### src/rtl/bbpd_pkg.sv
// Shared helpers for the bang-bang phase detector vote accumulator:
// width derivation, saturating add and per-UI vote encoding.
package bbpd_pkg;

    localparam logic [1:0] VOTE_NONE = 2'd0;
    localparam logic [1:0] VOTE_UP   = 2'd1;
    localparam logic [1:0] VOTE_DN   = 2'd2;

    function automatic int clog2(input int v);
        int r;
        r = 0;
        for (int i = 0; i < 31; i++)
            if ((1 << i) < v) r = i + 1;
        return r;
    endfunction

    // Bits needed to hold a popcount of 0..n_ui votes.
    function automatic int vote_w(input int n_ui);
        return clog2(n_ui + 1);
    endfunction

    function automatic int sat_add(input int a, input int b, input int lim);
        int s;
        s = a + b;
        if (s > lim)       return lim;
        else if (s < -lim) return -lim;
        else               return s;
    endfunction

endpackage

### src/rtl/bbpd_vote_count.sv
// Combinational Alexander early/late vote per UI plus up/down popcounts.
module bbpd_vote_count
    import bbpd_pkg::*;
#(
    parameter int N_UI   = 4,
    parameter int VOTE_W = 3
) (
    input  logic [N_UI-1:0]   din_data,
    input  logic [N_UI-1:0]   din_edge,
    input  logic              prev_bit,
    input  logic              have_prev,
    output logic [VOTE_W-1:0] up_cnt,
    output logic [VOTE_W-1:0] dn_cnt
);

    logic [N_UI-1:0]       dprev;
    logic [N_UI-1:0]       en;
    logic [N_UI-1:0][1:0]  vote;

    // UI 0 compares against the last bit of the previous word.
    assign dprev = {din_data[N_UI-2:0], prev_bit};
    assign en    = {{(N_UI-1){1'b1}}, have_prev};

    for (genvar k = 0; k < N_UI; k++) begin : g_ui
        assign vote[k] = (!en[k] || din_data[k] == dprev[k]) ? VOTE_NONE :
                         (din_edge[k] == din_data[k])        ? VOTE_UP   : VOTE_DN;
    end

    always_comb begin
        up_cnt = '0;
        dn_cnt = '0;
        for (int k = 0; k < N_UI; k++) begin
            up_cnt = up_cnt + VOTE_W'(vote[k] == VOTE_UP);
            dn_cnt = dn_cnt + VOTE_W'(vote[k] == VOTE_DN);
        end
    end

endmodule

### src/rtl/bbpd_vote_acc.sv
// Multi-UI bang-bang phase detector: vote, integrate, pulse up/down at THRESH.
// Define BBPD_STATS_EN to add trans_cnt/slip_cnt statistics outputs.
module bbpd_vote_acc
    import bbpd_pkg::*;
#(
    parameter int  N_UI   = 4,
    parameter int  ACC_W  = 8,
    parameter int  THRESH = 16,
    localparam int VOTE_W = vote_w(N_UI)
) (
    input  logic                    clk,
    input  logic                    rst,
    input  logic                    in_valid,
    input  logic [N_UI-1:0]         din_data,
    input  logic [N_UI-1:0]         din_edge,
    output logic                    up,
    output logic                    down,
    output logic signed [VOTE_W:0]  vote_net,
    output logic signed [ACC_W-1:0] acc_out
`ifdef BBPD_STATS_EN
    ,
    output logic [15:0]             trans_cnt,
    output logic [15:0]             slip_cnt
`endif
);

    localparam int LIM = 2**(ACC_W-1) - 1;

    logic [VOTE_W-1:0]       up_cnt, dn_cnt;
    logic                    prev_bit, have_prev;
    logic signed [ACC_W-1:0] acc;
    int                      sum;
    logic                    hit_up, hit_dn;

    bbpd_vote_count #(.N_UI(N_UI), .VOTE_W(VOTE_W)) u_vote (
        .din_data  (din_data),
        .din_edge  (din_edge),
        .prev_bit  (prev_bit),
        .have_prev (have_prev),
        .up_cnt    (up_cnt),
        .dn_cnt    (dn_cnt)
    );

    always_ff @(posedge clk or posedge rst) begin
        if (rst) begin
            vote_net  <= '0;
            prev_bit  <= 1'b0;
            have_prev <= 1'b0;
        end else if (in_valid) begin
            vote_net  <= $signed({1'b0, up_cnt}) - $signed({1'b0, dn_cnt});
            prev_bit  <= din_data[N_UI-1];
            have_prev <= 1'b1;
        end else begin
            vote_net  <= '0;
        end
    end

    always_comb begin
        sum    = sat_add(int'(acc), int'(vote_net), LIM);
        hit_up = (sum >= THRESH);
        hit_dn = !hit_up && (sum <= -THRESH);
    end

    // Crossing the threshold clears the accumulator; excess is dropped.
    always_ff @(posedge clk or posedge rst) begin
        if (rst) begin
            acc  <= '0;
            up   <= 1'b0;
            down <= 1'b0;
        end else begin
            up   <= hit_up;
            down <= hit_dn;
            acc  <= (hit_up || hit_dn) ? '0 : ACC_W'(sum);
        end
    end

    assign acc_out = acc;

`ifdef BBPD_STATS_EN
    logic [VOTE_W-1:0] trans_s1;
    logic [16:0]       tsum, ssum;

    assign tsum = {1'b0, trans_cnt} + 17'(trans_s1);
    assign ssum = {1'b0, slip_cnt} + 17'(hit_up || hit_dn);

    always_ff @(posedge clk or posedge rst) begin
        if (rst) begin
            trans_s1  <= '0;
            trans_cnt <= '0;
            slip_cnt  <= '0;
        end else begin
            trans_s1  <= in_valid ? up_cnt + dn_cnt : '0;
            trans_cnt <= tsum[16] ? 16'hFFFF : tsum[15:0];
            slip_cnt  <= ssum[16] ? 16'hFFFF : ssum[15:0];
        end
    end
`endif

endmodule

### config.mk
export PLATFORM = sky130hd
export DESIGN_NAME = bbpd_vote_acc
export DESIGN_NICKNAME = d
export VERILOG_FILES = /design/src/rtl/bbpd_pkg.sv /design/src/rtl/bbpd_vote_count.sv /design/src/rtl/bbpd_vote_acc.sv
export SDC_FILE = /design/constraint.sdc
export NUM_CORES = 1
export LEC_CHECK = 0
export ABC_AREA = 1
export CORE_AREA = 10 10 64 66
export CTS_CLUSTER_SIZE = 30
export DETAILED_ROUTE_END_ITERATION = 6
export DIE_AREA = 0 0 74 76
export DONT_BUFFER_PORTS = 1
export PLACE_DENSITY = 0.75
export SLEW_MARGIN = 20
export SYNTH_ARGS = -nofsm -noshare
export SYNTH_HDL_FRONTEND = slang
export SYNTH_HIERARCHICAL = 1
export SYNTH_SLANG_ARGS = --single-unit
### constraint.sdc
create_clock -name clk -period 2.9 [get_ports clk]
set_input_delay 0 -clock clk [delete_from_list [all_inputs] [get_ports clk]]
set_output_delay 0 -clock clk [all_outputs]
set_load 0.005 [all_outputs]
-- Word level (Yosys, flattened, before mapping)
Index checks and enable logic that the tools add are counted.
- flip-flop bits (word level): 16
- input port bits: 11
- logic and storage cells: 51
- $add $sub $neg: 8
- $lt $le $gt $ge: 4
- equality and inequality tests: 16
- mux-type cells: 12
- reductions and logical operators: 5
- operator list (operator ; count):
    $mux 32 ; 2
    $ge 32x6->1 const B ; 1
    $le 32x5->1 const B ; 1
    $mux 2 ; 8
    $add 3x1->3 ; 3
    $add 8x4->9 ; 1
    $gt 9x8->1 const B ; 1
    $lt 9x8->1 const B ; 1
    $eq 1x1->1 ; 8
    $eq 2x1->1 const B ; 4
    $eq 2x2->1 const B ; 4
    $mux 8 ; 1
    $add 1x1->2 ; 2
    $mux 4 ; 1
    $sub 3x3->4 ; 1
    $add 2x1->3 ; 1
    $logic_not 1->1 ; 2
    $logic_or 1x1->1 ; 2
    $logic_and 1x1->1 ; 1

-- Logic depth before layout (Yosys ltp)
Gate-level depths: netlist of run 1.
- word-level depth: 9
- mapped depth: 17

-- Modules after synthesis
Netlist of run 1, hierarchy kept.
- modules (own cells, without submodules) (module ; instances ; cells each ; area each (um^2)):
    bbpd_vote_acc ; 1 ; 165 ; 1249.9
    bbpd_vote_count ; 1 ; 47 ; 259.0

-- Worst setup path before layout of run 1
OpenSTA, ideal clock, no wires.
- path kind: register -> register
- start point: register prev_bit
- end point: register vote_net[2]
- library setup time: 0.119 ns
- arrival: 2.260 ns
- slack: 0.521 ns
- cell stages (with the launch flop): 12
- clock period less this slack: 2.379 ns
- cells stage by stage: dfrtp_1 -> nand2_1 -> and2_1 -> nand3_1 -> fa_1 -> inv_1 -> ha_1 -> ha_1 -> inv_1 -> fa_1 -> xor2_1 -> nor2_1
- longest elaborated chain between the ends: 9
- ends and longest elaborated chain (element ; line ; text):
    from (decl) ; bbpd_vote_acc.sv:30 ; logic prev_bit, have_prev;
    from (signal assigned) ; bbpd_vote_acc.sv:51 ; prev_bit <= din_data[N_UI-1];
    $eq 1x1->1 ; bbpd_vote_count.sv:25 ; assign vote[k] = (!en[k] || din_data[k] == dprev[k]) ? VOTE_NONE :
    $logic_or 1x1->1 ; bbpd_vote_count.sv:25 ;
    $mux 2 ; bbpd_vote_count.sv:25 ;
    $eq 2x1->1 ; bbpd_vote_count.sv:33 ; up_cnt = up_cnt + VOTE_W'(vote[k] == VOTE_UP);
    $add 1x1->2 ; bbpd_vote_count.sv:33 ;
    $add 3x1->3 (2 in a row) ; bbpd_vote_count.sv:33 ;
    via up_cnt[1] ; bbpd_vote_acc.sv:29 ; logic [VOTE_W-1:0] up_cnt, dn_cnt;
    $sub 3x3->4 ; bbpd_vote_acc.sv:50 ; vote_net <= $signed({1'b0, up_cnt}) - $signed({1'b0, dn_cnt});
    $mux 4 ; bbpd_vote_acc.sv:49 ; end else if (in_valid) begin
    to (signal assigned) ; bbpd_vote_acc.sv:50 ;
    to (decl) ; bbpd_vote_acc.sv:18 ; output logic signed [VOTE_W:0] vote_net,
The timed path passes the listed nets, and every way through them passes these cells.
A chain may end at the register's enable or synchronous reset.

-- Worst setup path in the final report of run 1
- start point: register vote_net[0]
- end point: register acc[2] (netlist: acc_out[2])
- longest elaborated chain between the ends: 9
- ends and longest elaborated chain (element ; line ; text):
    $add 8x4->9 (*) ; bbpd_pkg.sv:24 ; s = a + b;
    $lt 9x8->1 ; bbpd_pkg.sv:26 ; else if (s < -lim) return -lim;
    $mux 32 ; bbpd_pkg.sv:26 ;
    $mux 32 (*) ; bbpd_pkg.sv:25 ; if (s > lim) return lim;
    $ge 32x6->1 ; bbpd_vote_acc.sv:60 ; hit_up = (sum >= THRESH);
    $logic_not 1->1 ; bbpd_vote_acc.sv:61 ; hit_dn = !hit_up && (sum <= -THRESH);
    $logic_and 1x1->1 ; bbpd_vote_acc.sv:61 ;
    $logic_or 1x1->1 ; bbpd_vote_acc.sv:73 ; acc <= (hit_up || hit_dn) ? '0 : ACC_W'(sum);
    $mux 8 (*) ; bbpd_vote_acc.sv:73 ;
    to (signal assigned) ; bbpd_vote_acc.sv:73 ;
    to (decl) ; bbpd_vote_acc.sv:31 ; logic signed [ACC_W-1:0] acc;
Every way passes the cells marked *; elsewhere a longest branch is shown, timed or not.

==> results_dict.tcl, run 1 <==
set metrics [dict create \
    areaGrowthSynthToFinish_pct 5.47 \
    fin_cells 250 \
    crit_family "simple AND/OR/NAND/NOR gates" \
    drtIter0Drc 49 \
    gp_congestion 0.849 \
    crit_chain "ha_1 > fa_1 > or2_1 > nor2_1 > nand2_1 > nor2_2 > nand3_1 > nand2_1 > nand2_2 > nand2_1 > nand2_2 > o21bai_4 > nand2_2 > nand2_2 > nor2_1" \
    clk_latency_ns 0.28 \
    syn_nets 242 \
    path_clk_slew_ns 0.09 \
    core_region_area_mm2 0.00293 \
    ys_ff_latch 16 \
    critPathMaxFanout 8 \
    p_leak_nw 0.933 \
    routedWlPerCell_um 11.9 \
    root_buffer "clkbuf_4" \
    start_kind "register" \
    layout-drive-gt1-share 0.120 \
    drtPass1Iterations 4 \
    n_antenna_cell 0 \
    grt_pass1_wl_mm 5.24 \
    min_period_over_period 0.917 \
    routed_via_density 5.06 \
    grt_max_degree 17 \
    track_usage 0.112 \
    cts_tree "yes" \
    worst_pin_slew_ns 0.616 \
    period_minus_slack_ns 2.66 \
    relSlewSlack 0.589 \
    finalHoldViolCount 0 \
    postRouteAntennaNets 0 \
    crit_slowest_cell "fa_1" \
    crit_path_frequent_cell "nand2_2" \
    p_per_area_mw_per_mm2 728 \
    rows 20 \
    finClkSkew_ns 0.00415 \
    rsz0062_at_grt "no" \
    ios 25 \
    grt_pass1_vias 1145 \
    ys_warn_count 6 \
    synthCells 212 \
    cts_max_level 1 \
    fin_util 0.544 \
    avgSynthCellArea_um2 7.12 \
    final-setup-viol-count 0 \
    ff2ff_setup_slack_ns 0.24 \
    io_buffer_count 0 \
    antenna_found_initial 0 \
    fin_nets 249 \
    fp.dieW_um 74 \
    netlist-cell-type-count 30 \
    drv_cap 0 \
    yosysSeqAreaShare 0.265 \
    die_y_um 76 \
    cts_buffers 3 \
    synth_area_mm2 0.00151 \
    worst-endpoint-arrival_ns 2.83 \
    slew_viol_final 0 \
    fin_tns_setup_ns 0 \
    grt_overflow 0 \
    cp-end-kind "register" \
    max-vdd-ir-drop_mv 0.387 \
    required_ns 3.08 \
    cts_resized 0 \
    drc 0 \
    cpPeakStageDelay_ns 0.51 \
    outcome "finished clean" \
    start_util 0.515 \
    worst-path-buf-inv 0 \
    via_count 1266 \
    die_area_mm2 0.00562 \
    clockBufferDepth 2 \
    placed_cells 244 \
    timing.hold.ws_ns 0.244 \
    path_class "reg2reg" \
    post-dp-hpwl_mm 2.54 \
    wirelength_mm 2.97 \
    hold_class "in2async" \
    cts_sinks 16 \
    fmax_ghz 0.376 \
]
repair_timing:
| item | in CTS | in global routing |
|---|---|---|
| hold endpoints to repair | 22 | 0 |
| hold buffers | 3 | 0 |
| buffers inserted | 0 | 0 |
Yosys cell counts:
cell	number	area share
a2111oi_0	1	0.0058
a21oi_1	5	0.017
a21oi_2	1	0.0058
a31oi_1	1	0.0041
and2_1	1	0.0041
buf_6	1	0.0075
clkinv_2	1	0.0033
dfrtp_1	16	0.27
fa_1	4	0.053
ha_1	15	0.12
inv_1	34	0.085
inv_2	3	0.0075
nand2_1	60	0.15
nand2_2	8	0.033
nand2_4	3	0.022
nand3_1	16	0.053
nand3_2	1	0.0066
nand3b_1	2	0.0099
nand4_1	2	0.0083
nand4_2	1	0.0083
nor2_1	25	0.062
nor2_2	1	0.0041
o21a_1	1	0.0050
o21ai_2	1	0.0058
o21bai_4	1	0.012
or2_1	1	0.0041
or2_2	1	0.0041
or2_4	1	0.0058
xnor2_1	2	0.012
xor2_1	2	0.012
cells by family (layout without fill, tap and decap cells):
group | count (synthesis) | count (layout) | share of synthesized area
AND/OR/NAND/NOR | 123 | 123 | 0.376
buffers and inverters | 39 | 44 | 0.103
adder cells (fa/ha/maj) | 19 | 19 | 0.177
flip-flops | 16 | 16 | 0.265
AO/OA/AOI/OAI | 11 | 11 | 0.0556
XOR/XNOR | 4 | 4 | 0.0232
per-stage QoR:
step                      total power [mW]  worst slack [ns]  cell area [µm²]
after floorplan                      0.926             0.521             1510
after global placement                1.04             0.253             1540
after detailed placement              1.05             0.251             1540
after CTS                             1.17             0.235             1590
after global routing                  1.29            0.0432             1590
final                                 1.16             0.240             1590
worst paths after layout:
path / start / cells past startpoint / endpoint
min in group clk: din_edge[2] / 5 / vote_net[0]$_DFF_PP0_
min: rst / 2 / acc_out[3]$_DFF_PP0_
min reg2reg: have_prev$_DFFE_PP0P_ / 1 / have_prev$_DFFE_PP0P_
max reg2reg: vote_net[0]$_DFF_PP0_ / 15 / acc_out[2]$_DFF_PP0_
max in group asynchronous: rst / 2 / prev_bit$_DFFE_PP0P_
max: vote_net[0]$_DFF_PP0_ / 15 / acc_out[2]$_DFF_PP0_
power by group:
group	switching [mW]	internal, mW	total, mW
logic	0.441	0.272	0.713
clock network	0.0634	0.0481	0.112
registers	0.0552	0.278	0.333
total	0.560	0.599	1.16
cell type report:
class / instances / area [µm²]
clock buffer: 3 / 22.5
multi-input combinational: 157 / 953
timing repair buffer: 3 / 30.0
tap: 33 / 41.3
inverter: 38 / 144
fill: 292 / 1340
sequential: 16 / 400
flip-flops by register name, summed over array words and instances, names as in the netlist:
register / flops
vote_net: 4
acc_out: 8
down: 1
prev_bit: 1
have_prev: 1
up: 1
cells in the final DEF (no fill, tap or decap):
cell type / count
a21oi_1: 5
inv_2: 3
inv_1: 34
or2_4: 1
o21bai_4: 1
or2_2: 1
clkbuf_4: 3
nand3b_1: 2
a2111oi_0: 1
clkinv_2: 1
xnor2_1: 2
nand2_4: 3
nand3_1: 16
o21a_1: 1
dlygate4sd3_1: 3
nand2_2: 8
a31oi_1: 1
nand4_2: 1
nor2_1: 25
nand2_1: 60
and2_1: 1
nand3_2: 1
fa_1: 4
nor2_2: 1
dfrtp_1: 16
or2_1: 1
ha_1: 15
o21ai_2: 1
a21oi_2: 1
xor2_1: 2
nand4_1: 2
worst reg2reg max path: stages, from the launching register on:
cell      delay, ns
dfrtp_1        0.42
ha_1           0.27
fa_1           0.51
or2_1          0.25
nor2_1         0.10
nand2_1        0.07
nor2_2         0.08
nand3_1        0.07
nand2_1        0.08
nand2_2        0.11
nand2_1        0.09
nand2_2        0.07
o21bai_4       0.19
nand2_2        0.08
nand2_2        0.11
nor2_1         0.06
layer usage:
layer	vias to the layer above	global-route usage	routed length, µm
met5	-	0	0
met4	0	0.0448	46
met3	4	0.0195	123
met2	22	0.179	1470
met1	571	0.142	1330
li1	669	-	-
(Power assumes the default switching activity.)
==> inputs of run 2 (changes only) <==
--- a/config.mk
+++ b/config.mk
@@ -6,14 +6,13 @@
 export NUM_CORES = 1
 export LEC_CHECK = 0
 export ABC_AREA = 1
-export CORE_AREA = 10 10 64 66
+export CORE_AREA = 10 10 63 65
 export CTS_CLUSTER_SIZE = 30
 export DETAILED_ROUTE_END_ITERATION = 6
-export DIE_AREA = 0 0 74 76
+export DIE_AREA = 0 0 73 75
 export DONT_BUFFER_PORTS = 1
 export PLACE_DENSITY = 0.75
 export SLEW_MARGIN = 20
 export SYNTH_ARGS = -nofsm -noshare
 export SYNTH_HDL_FRONTEND = slang
-export SYNTH_HIERARCHICAL = 1
 export SYNTH_SLANG_ARGS = --single-unit
==> results_dict.tcl, run 2 <==
set metrics [dict create \
    synth.largest_area_cell "dfrtp_1" \
    crit_path_frequent_cell "fa_2" \
    critPathMaxFanout 3 \
    slew_viol_final 0 \
    largest_reg_flops 8 \
    root_buffer "clkbuf_4" \
    grt_pass1_wl_mm 5.55 \
    finalInstanceArea_mm2 0.00169 \
    post-dp-hpwl_mm 2.66 \
    netlist-cell-type-count 25 \
    pre_cts_slack_ns -0.392 \
    gp_congestion 0.899 \
    synth_area_mm2 0.00146 \
    routed_via_density 5.08 \
    crit_chain "o21ai_2 > nor2_1 > ha_1 > inv_2 > fa_2 > inv_2 > ha_4 > inv_4 > fa_2 > fa_1 > buf_4 > fa_2 > nor2_1" \
    hold_class "in2async" \
    synth_most_common_cell "nand2_1" \
    cts_sinks 16 \
    fillers 250 \
    yosys.area_share.simple 0.323 \
    final-setup-viol-count 3 \
    drtPass1Iterations 4 \
    fin_util 0.624 \
    routedWlPerCell_um 13.3 \
    ff2ff_setup_slack_ns -0.20 \
    max-vdd-ir-drop_mv 0.553 \
    die_area_mm2 0.00548 \
    drv_cap 0 \
    cp-end-kind "register" \
    synthXorXnorAreaFrac 0.0419 \
    cts_buffers 3 \
    p_per_area_mw_per_mm2 733 \
    synth_edf_count 0 \
    fin_nets 242 \
    cts_max_level 1 \
    finalHoldViolCount 0 \
    synth_area_leaders "dfrtp_1 (27%), nand2_1 (13%), ha_1 (10%)" \
    dpl-instance-area_mm2 0.00154 \
    cpPeakStageDelay_ns 0.52 \
    clockBufferDepth 2 \
    areaGrowthSynthToFinish_pct 15.6 \
    yosys.area_share.adder 0.198 \
    min_period_over_period 1.07 \
    required_ns 3.07 \
    fp.dieW_um 73 \
    die_y_um 75 \
    layout_common_cells "nand2_1 (50), inv_1 (32), nor2_1 (21)" \
    crit_slowest_cell "fa_2" \
    placed_cells 228 \
    reg2reg_from "prev_bit$_DFFE_PP0P_" \
    clk_latency_ns 0.28 \
    drtIter0Drc 52 \
    synth_mux_area_frac 0 \
    layout-drive-gt1-share 0.219 \
    worst_pin_slew_ns 0.619 \
    drc 0 \
    yosysSeqAreaShare 0.274 \
    outcome "finished, violations left" \
    finClkSkew_ns 0.00380 \
    synth-compound-area-share 0.0658 \
    start_util 0.540 \
    grt_pass1_vias 1350 \
    n_antenna_cell 0 \
    rsz0062_at_grt "yes" \
    avgSynthCellArea_um2 7.51 \
    start_kind "register" \
    p_leak_nw 0.914 \
    period_minus_slack_ns 3.10 \
    reg2regPathDepth 13 \
    track_usage 0.124 \
    async_reset_ff_frac 1.00 \
    p_total_mw 1.24 \
    synth_common_cells "nand2_1 (50), inv_1 (36), nor2_1 (21)" \
    worst-endpoint-arrival_ns 3.28 \
    antenna_found_initial 0 \
    rows 19 \
    postRouteAntennaNets 0 \
    ys_warn_count 0 \
    grt_max_degree 17 \
    ios 25 \
    wirelength_mm 3.20 \
    violations "setup timing" \
    syn_nets 225 \
    io_buffer_count 0 \
    synthCells 195 \
    finalWorstSetupSlack_ns -0.203 \
    yosys.area.top_type_share 0.274 \
    fin_cells 241 \
    grt_overflow 0 \
    path_class "reg2reg" \
    fmax_ghz 0.322 \
    cts_tree "yes" \
    via_count 1224 \
    final_common_cell "nand2_1" \
    synth_flop_cell "dfrtp_1" \
    r2r_end "vote_net[1]$_DFF_PP0_" \
    synth_top_family_by_area "simple AND/OR/NAND/NOR gates" \
    path_clk_slew_ns 0.09 \
    ys_ff_latch 16 \
    relSlewSlack 0.587 \
    core_region_area_mm2 0.00271 \
]
## run 2: cell count changes in the layout (fill, tap and decap cells not counted), sizes merged, moves of 2 or more
| cell | previous run | this run |
|---|---|---|
| xor2 | 2 | 4 |
| nand4 | 3 | 0 |
| a21oi | 6 | 8 |
| nand2 | 71 | 60 |
| dlygate4sd3 | 3 | 5 |
| o21ai | 1 | 3 |
| fa | 4 | 7 |
| ha | 15 | 12 |
| nand3 | 17 | 14 |
| buf | 0 | 7 |
| nor2 | 26 | 23 |
## run 2: how the worst max path moves through the flow
stage | slack, ns | to | start | cells after the start
floorplan | -0.17 | vote_net[3]$_DFF_PP0_ | have_prev$_DFFE_PP0P_ | 15
global placement | -0.22 | vote_net[3]$_DFF_PP0_ | have_prev$_DFFE_PP0P_ | 15
detailed placement | -0.39 | vote_net[3]$_DFF_PP0_ | have_prev$_DFFE_PP0P_ | 15
CTS | -0.27 | vote_net[1]$_DFF_PP0_ | have_prev$_DFFE_PP0P_ | 15
global route | -0.33 | vote_net[1]$_DFF_PP0_ | prev_bit$_DFFE_PP0P_ | 15
finish | -0.20 | vote_net[1]$_DFF_PP0_ | prev_bit$_DFFE_PP0P_ | 13
## run 2: cells by family after synthesis
| group | after synthesis |
|---|---|
| compound gates | 13 |
| xor+xnor | 7 |
| fa+ha+maj | 19 |
| buf+inv | 38 |
| flops | 16 |
| simple gates | 102 |
## run 2: routing by layer
layer,global-route usage,vias to the layer above,wire length (µm)
met2,0.245,22,1780
met1,0.121,574,1200
met5,0,-,0
li1,-,626,-
met4,0.0591,0,34
met3,0.0184,2,185
## run 2: repair_timing
| action | 4_1_cts | 5_1_grt |
|---|---|---|
| pin swaps | 3 | 1 |
| hold endpoints to repair | 22 | 0 |
| buffers inserted | 3 | 2 |
| hold buffers | 5 | 0 |
| setup endpoints to repair | 3 | 3 |
| gates resized for setup | 2 | 6 |
## run 2: report_power, final
part | internal (mW) | leakage [nW] | switching, mW
Combinational | 0.320 | 0.694 | 0.470
Clock | 0.0481 | 0.0138 | 0.0669
Sequential | 0.279 | 0.206 | 0.0560
## run 2: per-stage QoR
step / hold slack (ns) / setup TNS (ns)
3_5_place_dp: -0.0129 / -0.932
2_1_floorplan: -0.0863 / -0.235
6_report: 0.236 / -0.476
5_1_grt: 0.286 / -0.910
4_1_cts: 0.241 / -0.778
3_3_place_gp: -0.0232 / -0.598
## run 2: critical path: cells and delay by family, from the launching register on
| family | cells | cell delay, ns |
|---|---|---|
| flip-flops | 1 | 0.42 |
| buffers and inverters | 4 | 0.30 |
| adder cells (fa/ha/maj) | 6 | 2.05 |
| AND/OR/NAND/NOR | 2 | 0.09 |
| AO/OA/AOI/OAI | 1 | 0.14 |
## run 2: area by class of cell
class	instances	area [µm²]	share of cell area
Tap cell	31	38.8	0.0229
Sequential cell	16	400	0.237
Timing Repair Buffer	12	103	0.0607
Multi-Input combinational cell	141	982	0.581
Inverter	38	145	0.0858
Clock buffer	3	22.5	0.0133
==> inputs of run 3 (changes only) <==
--- a/config.mk
+++ b/config.mk
@@ -12,6 +12,7 @@
 export DIE_AREA = 0 0 73 75
 export DONT_BUFFER_PORTS = 1
 export PLACE_DENSITY = 0.75
+export SETUP_SLACK_MARGIN = 0.4
 export SLEW_MARGIN = 20
 export SYNTH_ARGS = -nofsm -noshare
 export SYNTH_HDL_FRONTEND = slang
==> results_dict.tcl, run 3 (synthesized netlist as in run 2, its figures left out) <==
set metrics [dict create \
    cts_sinks 16 \
    path_clk_slew_ns 0.08 \
    root_buffer "clkbuf_4" \
    grt_overflow 0 \
    slew_viol_final 0 \
    relSlewSlack 0.594 \
    reg2reg_from "prev_bit$_DFFE_PP0P_" \
    fin_util 0.642 \
    critPathMaxFanout 3 \
    period_minus_slack_ns 3.16 \
    fillers 235 \
    rows 19 \
    wirelength_mm 3.29 \
    start_kind "register" \
    antenna_found_initial 0 \
    cts_max_level 1 \
    clk_latency_ns 0.27 \
    rsz0062_at_grt "yes" \
    grt_max_degree 17 \
    core_region_area_mm2 0.00271 \
    fp.dieW_um 73 \
    ff2ff_setup_slack_ns -0.26 \
    path_class "reg2reg" \
    finalWorstSetupSlack_ns -0.257 \
    post-dp-hpwl_mm 2.69 \
    n_antenna_cell 0 \
    ios 25 \
    layout_common_cells "nand2_1 (46), inv_1 (32), nor2_1 (19)" \
    use_met3 0.0237 \
    cts_tree "yes" \
    cpPeakStageDelay_ns 0.51 \
    fmax_ghz 0.317 \
    layout-drive-gt1-share 0.270 \
    cp-end-kind "register" \
    finClkSkew_ns 0.00154 \
    violations "setup timing" \
    top_usage_layer "met2" \
    finalHoldViolCount 0 \
    reg2regPathDepth 13 \
    p_leak_nw 0.923 \
    r2r_end "vote_net[1]$_DFF_PP0_" \
    final-setup-viol-count 3 \
    die_y_um 75 \
    startpoint "prev_bit$_DFFE_PP0P_" \
    max-vdd-ir-drop_mv 0.498 \
    postRouteAntennaNets 0 \
    drtPass1Iterations 4 \
    routed_via_density 5.24 \
    hold_class "in2async" \
    use_met1 0.110 \
    crit_chain "o21ai_2 > nor2_1 > ha_1 > inv_2 > fa_2 > inv_2 > ha_4 > inv_4 > fa_2 > fa_1 > buf_4 > fa_2 > nor2_1" \
    worst-path-buf-inv 4 \
    track_usage 0.119 \
    min_period_over_period 1.09 \
    fin_tns_setup_ns -0.650 \
    worst_pin_slew_ns 0.608 \
    die_area_mm2 0.00548 \
    areaGrowthSynthToFinish_pct 18.8 \
    io_buffer_count 0 \
    grt_pass1_wl_mm 5.26 \
    drv_cap 0 \
    crit_path_frequent_cell "fa_2" \
    worst-endpoint-arrival_ns 3.32 \
    via_count 1268 \
    final_common_cell "nand2_1" \
    crit_slowest_cell "fa_2" \
    start_util 0.540 \
    cp-endpoint "vote_net[1]$_DFF_PP0_" \
    cts_buffers 3 \
    p_per_area_mw_per_mm2 743 \
    clockBufferDepth 2 \
    crit_family "adder cells" \
    drc 0 \
    largest_reg_flops 8 \
    required_ns 3.06 \
    gp_congestion 0.905 \
    met2_usage 0.234 \
    fin_nets 243 \
    drtIter0Drc 42 \
    outcome "finished, violations left" \
    path_depth 13 \
    routedWlPerCell_um 13.6 \
    grt_pass1_vias 1247 \
]
## run 3: per-stage QoR
stage          setup WS, ns  hold WS [ns]  total power, mW  area (µm²)  cells
2_1_floorplan        -0.167       -0.0863            0.893        1490    195
3_3_place_gp         -0.215       -0.0166             1.02        1540    228
3_5_place_dp         -0.395       -0.0170             1.06        1540    228
4_1_cts              -0.292         0.248             1.19        1640    238
5_1_grt              -0.370         0.276             1.42        1740    242
6_report             -0.257         0.248             1.29        1740    242
## run 3: area by class of cell
class | count | area, µm² | area share
inverters | 38 | 145 | 0.0835
repair buffers | 13 | 110 | 0.0633
multi-input cells | 141 | 1020 | 0.588
well taps | 31 | 38.8 | 0.0223
flip-flops and latches | 16 | 400 | 0.230
clock buffers | 3 | 22.5 | 0.0129
## run 3: worst register-to-register path, delay by kind of cell, from the launching register on
family	cells	cell delay (ns)
compound gates	1	0.14
fa+ha+maj	6	2.06
simple gates	2	0.10
buf+inv	4	0.30
flops	1	0.42
## run 3: worst min-delay path by stage
| stage | from | slack (ns) | cells after the start | endpoint |
|---|---|---|---|---|
| after floorplan | rst | -0.09 | 1 | acc_out[0]$_DFF_PP0_ |
| after global placement | rst | -0.02 | 1 | up$_DFF_PP0_ |
| after detailed placement | rst | -0.02 | 1 | prev_bit$_DFFE_PP0P_ |
| after CTS | rst | 0.25 | 2 | up$_DFF_PP0_ |
| after global routing | rst | 0.28 | 2 | vote_net[1]$_DFF_PP0_ |
| final | rst | 0.25 | 2 | up$_DFF_PP0_ |
## run 3: power breakdown
part	switching (mW)	internal (mW)
sequential	0.0574	0.279
combinational	0.495	0.351
clock	0.0616	0.0481
## run 3: per-layer routing
layer  up-vias  part of all wire
li1        629                 -
met4         0             0.021
met5         -                 0
met3         7             0.049
met1       609              0.37
met2        23              0.56
## run 3: repair_timing
action / in CTS / in global routing
resized for setup: 5 / 15
hold buffers: 5 / 0
hold endpoints to repair: 22 / 0
endpoints found under the setup margin: 4 / 14
setup buffers: 2 / 4
pin swaps: 5 / 8
